--- src/rtl/sipo_deser.sv ---
// sipo_deser: serial-in parallel-out deserializer with a one-entry holding
// register drained by a valid/ready handshake, sticky overrun flag and a
// resync input that restarts word framing.
module sipo_deser #(
    parameter int WIDTH     = 8,
    parameter bit MSB_FIRST = 1'b1
) (
    input  logic                     clk,
    input  logic                     rst,
    input  logic                     sin,
    input  logic                     sin_valid,
    input  logic                     sync,
    output logic [WIDTH-1:0]         shift_q,
    output logic [$clog2(WIDTH)-1:0] bit_cnt,
    output logic [WIDTH-1:0]         dout,
    output logic                     dout_valid,
    input  logic                     dout_ready,
    output logic                     overrun,
    input  logic                     clr_ovr
);

    localparam int CW = $clog2(WIDTH);
    localparam logic [CW-1:0] LAST_BIT = CW'(WIDTH - 1);

    logic [WIDTH-1:0] shift_d;
    logic [CW-1:0]    bit_cnt_q, bit_cnt_d;
    logic [WIDTH-1:0] dout_q, dout_d;
    logic             dout_valid_q, dout_valid_d;
    logic             overrun_q, overrun_d;

    // Partial-word view after an optional resync, before this edge's bit.
    logic [WIDTH-1:0] shift_base;
    logic [CW-1:0]    cnt_base;
    logic             word_done;
    logic             xfer;

    // State register: shift/collection state plus holding register.
    always_ff @(posedge clk) begin
        // NOTE: all state uses non-blocking assignments so every flop samples
        // pre-edge values, independent of statement order.
        if (!rst) begin
            shift_q      <= '0;
            bit_cnt_q    <= '0;
            dout_q       <= '0;
            dout_valid_q <= 1'b0;
            overrun_q    <= 1'b0;
        end else begin
            shift_q      <= shift_d;
            bit_cnt_q    <= bit_cnt_d;
            dout_q       <= dout_d;
            dout_valid_q <= dout_valid_d;
            overrun_q    <= overrun_d;
        end
    end

    // Collection next-state: resync, shift in an accepted bit, detect completion.
    always_comb begin
        // NOTE: every variable gets a default first so no path infers a latch.
        shift_base = sync ? '0 : shift_q;
        cnt_base   = sync ? '0 : bit_cnt_q;
        shift_d    = shift_base;
        bit_cnt_d  = cnt_base;
        word_done  = 1'b0;
        if (sin_valid) begin
            if (MSB_FIRST) begin
                shift_d = {shift_base[WIDTH-2:0], sin};
            end else begin
                shift_d = {sin, shift_base[WIDTH-1:1]};
            end
            if (cnt_base == LAST_BIT) begin
                // A resync zeroes cnt_base, so it can never complete a word.
                word_done = 1'b1;
                bit_cnt_d = '0;
            end else begin
                bit_cnt_d = cnt_base + CW'(1);
            end
        end
    end

    // Holding next-state: load on completion, drain on transfer, flag drops.
    always_comb begin
        xfer         = dout_valid_q & dout_ready;
        dout_d       = dout_q;
        dout_valid_d = dout_valid_q;
        overrun_d    = overrun_q & ~clr_ovr;
        if (word_done) begin
            if (!dout_valid_q || dout_ready) begin
                // Empty slot, or the held word leaves on this same edge.
                dout_d       = shift_d;
                dout_valid_d = 1'b1;
            end else begin
                // Slot still occupied: new word is lost; a set wins over clear.
                overrun_d = 1'b1;
            end
        end else if (xfer) begin
            dout_valid_d = 1'b0;
        end
    end

    assign bit_cnt    = bit_cnt_q;
    assign dout       = dout_q;
    assign dout_valid = dout_valid_q;
    assign overrun    = overrun_q;

endmodule

--- config.mk ---
export PLATFORM = sky130hd
export DESIGN_NAME = sipo_deser
export DESIGN_NICKNAME = d
export VERILOG_FILES = /design/src/rtl/sipo_deser.sv
export SDC_FILE = /design/constraint.sdc
export NUM_CORES = 1
export LEC_CHECK = 0
export BUFFER_PORTS_ARGS = -buffer_cell sky130_fd_sc_hd__buf_4
export CORE_MARGIN = 3
export CORE_UTILIZATION = 52
export DETAILED_ROUTE_END_ITERATION = 8
export GPL_TIMING_DRIVEN = 0
export HOLD_SLACK_MARGIN = 0.03
export PLACE_DENSITY = 0.89
export REMOVE_ABC_BUFFERS = 1
export SYNTH_ARGS = -nofsm -noshare
export SYNTH_HDL_FRONTEND = slang
export SYNTH_SLANG_ARGS = --single-unit
--- constraint.sdc ---
create_clock -name clk -period 3.2 [get_ports clk]
set_clock_uncertainty 0.15 [all_clocks]
set_input_delay 0.64 -clock clk [delete_from_list [all_inputs] [get_ports clk]]
set_output_delay 0.64 -clock clk [all_outputs]
set_load 0.02 [all_outputs]
-- After elaboration in Yosys (flattened, before gate mapping)
Cells that the tools add are included.
- bits in registers: 21
- input port bits: 7
- logic and storage cells: 28
- add/subtract/negate cells: 1
- eq/ne operators: 2
- multiplexer cells: 12
- bitwise operators: 3
- reduce and logical (&&, ||, !) cells: 5
- operator list (kind ; count):
    $mux W8 ; 2
    $mux W3 ; 3
    $mux W1 ; 7
    $reduce_and A2 Y1 ; 2
    $add A3 B1 Y3 const B ; 1
    $eq A3 B3 Y1 const B ; 1
    $and A1 B1 Y1 ; 2
    $ne A2 B1 Y1 const B ; 1
    $reduce_bool A2 Y1 ; 1
    $logic_not A1 Y1 ; 1
    $logic_or A1 B1 Y1 ; 1
    $not A1 Y1 ; 1

-- Depth between registers and ports, before layout
- depth in word-level cells: 6
- mapped depth: 8
- depth with buffers taken out: 6

-- Worst setup path before layout
Ideal clock, no wire load.
- path type: input-to-reg
- from: input port sync
- to: register dout_q[2], in the netlist dout[2]
- library setup time: 0.072 ns
- arrival: 1.690 ns
- path slack: 1.289 ns
- stages: 8
- path buffers: 2
- cells stage by stage: clkbuf_2 > nor2b_1 > ha_1 > ha_1 > nand2_2 > nor2b_4 > buf_12 > mux2i_1
- word-level cells in the longest chain between the ends: 5
- elaborated cells on any way between the ends: 7
- those cells by class: eq/ne (1); mux (5); reduce/logical (1)
- ends and longest elaborated chain (element ; RTL line ; source):
    from (decl) ; 12 ; input logic sync,
    $mux W3 ; 60 ; cnt_base = sync ? '0 : bit_cnt_q;
    $eq A3 B3 Y1 ; 70 ; if (cnt_base == LAST_BIT) begin
    $mux W1 ; 70 ;
    $mux W1 ; 64 ; if (sin_valid) begin
    $reduce_and A2 Y1 (no line) ; - ;
    to (signal assigned) ; 50 ; dout_q <= dout_d;
    to (decl) ; 27 ; logic [WIDTH-1:0] dout_q, dout_d;
Several ways; a longest one is shown, not always the timed one.
A chain may end at the register's enable or synchronous reset.

-- Worst setup path after layout
- from: input port sync
- to: register dout_q[4], in the netlist dout[4]
Same word-level chain as after synthesis.

==> run_summary.xml <==
<?xml version="1.0" encoding="UTF-8"?>
<metrics>
  <group name="status">
    <metric name="status" unit="">finished clean</metric>
  </group>
  <group name="sta">
    <metric name="relSlewSlack" unit="%">77.5</metric>
    <metric name="period_share" unit="%">58.7</metric>
    <metric name="timing.final.hold_violations" unit="">0</metric>
    <metric name="maxClockFrequency" unit="MHz">532</metric>
    <metric name="timing_worst_slew_pin_value" unit="ns">0.337</metric>
    <metric name="timing.final.crit_period" unit="ns">1.88</metric>
    <metric name="count_of_endpoints_failing_setup_in_the_final_report" unit="">0</metric>
    <metric name="totalNegativeSetupSlack" unit="ns">0</metric>
    <metric name="drv_slew" unit="">0</metric>
    <metric name="whs" unit="ns">0.312</metric>
    <metric name="grt_setup_unrepaired" unit="">false</metric>
  </group>
  <group name="clocking">
    <metric name="cts_tree" unit="">built</metric>
    <metric name="holdBufCountCts" unit="">0</metric>
    <metric name="worstSkewPairLatency" unit="ns">0.30</metric>
    <metric name="cts-root-buf" unit="">sky130_fd_sc_hd__clkbuf_4</metric>
    <metric name="max-clock-path-buffers" unit="">2</metric>
    <metric name="cts_made_buffers" unit="">3</metric>
    <metric name="clk_slew_on_worst_s_h_paths" unit="ns">0.12</metric>
    <metric name="post_cts_setup_driven_buffer_insertion_count" unit="">0</metric>
    <metric name="cts.sinks" unit="">21</metric>
    <metric name="htree_levels" unit="">1</metric>
    <metric name="cts_repair_resize_count" unit="">0</metric>
  </group>
  <group name="global_routing">
    <metric name="antenna_found_initial" unit="">0</metric>
    <metric name="grt.overflow.total" unit="">0</metric>
    <metric name="gr_util_all_layers" unit="%">17.6</metric>
    <metric name="grt_pass1_vias" unit="">605</metric>
    <metric name="grt_pass1_wl" unit="um">2720</metric>
    <metric name="pin_count_of_the_biggest_net_entering_global_routing" unit="">24</metric>
  </group>
  <group name="place">
    <metric name="detailed_place_hpwl" unit="um">1210</metric>
    <metric name="io_buffer_count" unit="">27</metric>
    <metric name="gpl.final_weighted_congestion" unit="">0.668</metric>
  </group>
  <group name="layout">
    <metric name="post_route_cells_drive_above_1_share" unit="%">29.5</metric>
    <metric name="area_growth" unit="%">22.6</metric>
    <metric name="layout.nets" unit="">122</metric>
    <metric name="fill_cells" unit="">132</metric>
    <metric name="final_util" unit="%">70.2</metric>
    <metric name="most_common_library_cell_in_the_layout_ignoring_fill_and_taps" unit="">sky130_fd_sc_hd__buf_4</metric>
    <metric name="insertedDiodeCount" unit="">0</metric>
    <metric name="most-common-layout-cells" unit="">sky130_fd_sc_hd__buf_4, sky130_fd_sc_hd__dfxtp_1, sky130_fd_sc_hd__mux2i_1</metric>
  </group>
  <group name="setup_path">
    <metric name="worst_setup_path_end_kind" unit="">flip-flop</metric>
    <metric name="cp_common_cell" unit="">sky130_fd_sc_hd__ha_1</metric>
    <metric name="crit_path_top_delay_cell" unit="">sky130_fd_sc_hd__nor2b_4</metric>
    <metric name="crit_path_cell_trace" unit="">buf_4 -&gt; nor2b_1 -&gt; ha_1 -&gt; ha_1 -&gt; nand2_2 -&gt; nor2b_4 -&gt; mux2i_1</metric>
    <metric name="cp_max_fo" unit="">12</metric>
    <metric name="timing_worst_setup_path_type" unit="">in2reg</metric>
    <metric name="critPathArrivalTime" unit="ns">1.97</metric>
    <metric name="crit_required" unit="ns">3.29</metric>
    <metric name="crit_start" unit="">sync</metric>
    <metric name="max_stage_delay" unit="ns">0.32</metric>
    <metric name="r2r-start" unit="">bit_cnt[0]</metric>
    <metric name="cp-start-kind" unit="">primary input</metric>
    <metric name="setup.reg_to_reg.worst_slack" unit="ns">1.45</metric>
  </group>
  <group name="pwr">
    <metric name="peakVddDrop" unit="V">0.000302</metric>
    <metric name="power.density" unit="nW/um^2">384</metric>
    <metric name="power_leakage" unit="nW">0.481</metric>
  </group>
  <group name="logic_synthesis">
    <metric name="synth_async_sr_flop_share" unit="%">0</metric>
    <metric name="synthesized_netlist_cell_count" unit="">86</metric>
    <metric name="synthSimpleGateAreaFrac" unit="%">23.3</metric>
    <metric name="syn_area_per_cell" unit="um^2">10.5</metric>
    <metric name="netlist_area" unit="um^2">902</metric>
    <metric name="synth.lib_cells_used.distinct" unit="">23</metric>
    <metric name="synth-main-ff-cell" unit="">sky130_fd_sc_hd__dfxtp_1</metric>
    <metric name="synth_seq_area_share" unit="%">46.6</metric>
    <metric name="synth-compound-area-share" unit="%">2.08</metric>
    <metric name="number_of_flops_mapped_to_enable_cells_by_yosys" unit="">0</metric>
    <metric name="muxShareOfSynthArea" unit="%">18.9</metric>
    <metric name="yosys_warnings" unit="">0</metric>
    <metric name="post_synth_xor_area_fraction" unit="%">0.971</metric>
    <metric name="synth_top_family_by_area" unit="">simple AND/OR/NAND/NOR gates</metric>
    <metric name="synth-seq-cells" unit="">21</metric>
    <metric name="synthAdderAreaFrac" unit="%">2.77</metric>
  </group>
  <group name="die">
    <metric name="core.rowCount" unit="">14</metric>
    <metric name="floorplan.initialDensity" unit="%">57.2</metric>
    <metric name="floorplan.io_pins" unit="">28</metric>
    <metric name="die_h" unit="um">47.7</metric>
    <metric name="die_area" unit="um^2">2270</metric>
    <metric name="design.core.area" unit="um^2">1580</metric>
    <metric name="die_w" unit="um">47.7</metric>
  </group>
  <group name="detailed_routing">
    <metric name="antenna_violating_nets_post_route" unit="">0</metric>
    <metric name="post_detailed_route_drc_marker_count" unit="">0</metric>
    <metric name="wire_per_inst" unit="um">13.6</metric>
    <metric name="totalWireLength" unit="um">1740</metric>
    <metric name="vias_per_cell" unit="">5.34</metric>
    <metric name="vias_post_dr" unit="">684</metric>
    <metric name="drt_iter0_drc" unit="">4</metric>
    <metric name="first_pass_iters" unit="">4</metric>
  </group>
  <group name="hold_path">
    <metric name="hold_path.startpoint" unit="">dout[3]</metric>
    <metric name="min_delay_path_class" unit="">reg2reg</metric>
  </group>
  <group name="flow_run">
    <metric name="maxCapViolations" unit="">0</metric>
  </group>
</metrics>
[routing by layer]
metal	share of wire [%]	GRT usage (%)	vias up
met2	49	29.1	21
met5	0	0	-
met1	44	20.9	318
li1	-	-	340
met3	4.8	5.64	5
met4	1.9	7.53	0
[through the flow]
stage | std cells | power (mW) | cell area [um^2] | setup slack, ns
after detailed placement | 124 | 0.304 | 1080 | 1.02
after global placement | 124 | 0.303 | 1080 | 1.07
after global routing | 128 | 0.441 | 1110 | 1.25
final | 128 | 0.425 | 1110 | 1.32
after floorplan | 81 | 0.284 | 857 | 1.36
after CTS | 128 | 0.428 | 1110 | 1.33
[power breakdown]
group	switching, mW	internal, mW
Sequential	0.00143	0.264
Clock	0.0783	0.0486
Combinational	0.0179	0.0155
Total	0.0976	0.328
[kinds of logic (layout without fill, tap and decap cells)]
kind of cell / after synthesis / count (layout)
flip-flops: 21 / 21
multiplexers: 17 / 17
AND/OR/NAND/NOR: 36 / 36
AO/OA/AOI/OAI: 3 / 3
adder cells (fa/ha/maj): 2 / 2
XOR/XNOR: 1 / 1
buffers and inverters: 6 / 32
[synth_stat cells (2+ instances only)]
library cell / instances / area (um^2)
sky130_fd_sc_hd__nand3b_1: 7 / 52.6
sky130_fd_sc_hd__nor2_1: 7 / 26.3
sky130_fd_sc_hd__and2_1: 2 / 12.5
sky130_fd_sc_hd__nand2_1: 9 / 33.8
sky130_fd_sc_hd__dfxtp_1: 21 / 420
sky130_fd_sc_hd__mux2i_1: 17 / 170
sky130_fd_sc_hd__ha_1: 2 / 25.0
sky130_fd_sc_hd__nor2b_1: 6 / 37.5
[path summary, 6_finish.rpt]
kind	end	depth (start not counted)
worst max register to register	dout[4]	6
worst max-delay path	dout[4]	7
worst min register to register	dout[3]	2
worst min-delay path	dout[3]	2
[sequential cells by signal, summed over array words and instances, names as in the netlist]
register,flops
bit_cnt,3
overrun,1
dout_valid,1
dout,8
shift_q,8
[area by class of cell]
cell class                 instances  area [um^2]  share of cell area (%)
multi-input combinational         59          433                    39.1
sequential                        21          420                    38.0
timing repair buffer              27          203                    18.3
clock buffer                       4         26.3                    2.38
tap                               16         20.0                    1.81
inverter                           1         3.75                   0.339
[critical path, delay by kind of cell]
kind | cells | cell delay [ns]
and+or+nand+nor | 3 | 0.60
muxes | 1 | 0.24
buffers and inverters | 1 | 0.15
adders and majority gates | 2 | 0.34
(Power assumes the default switching activity.)
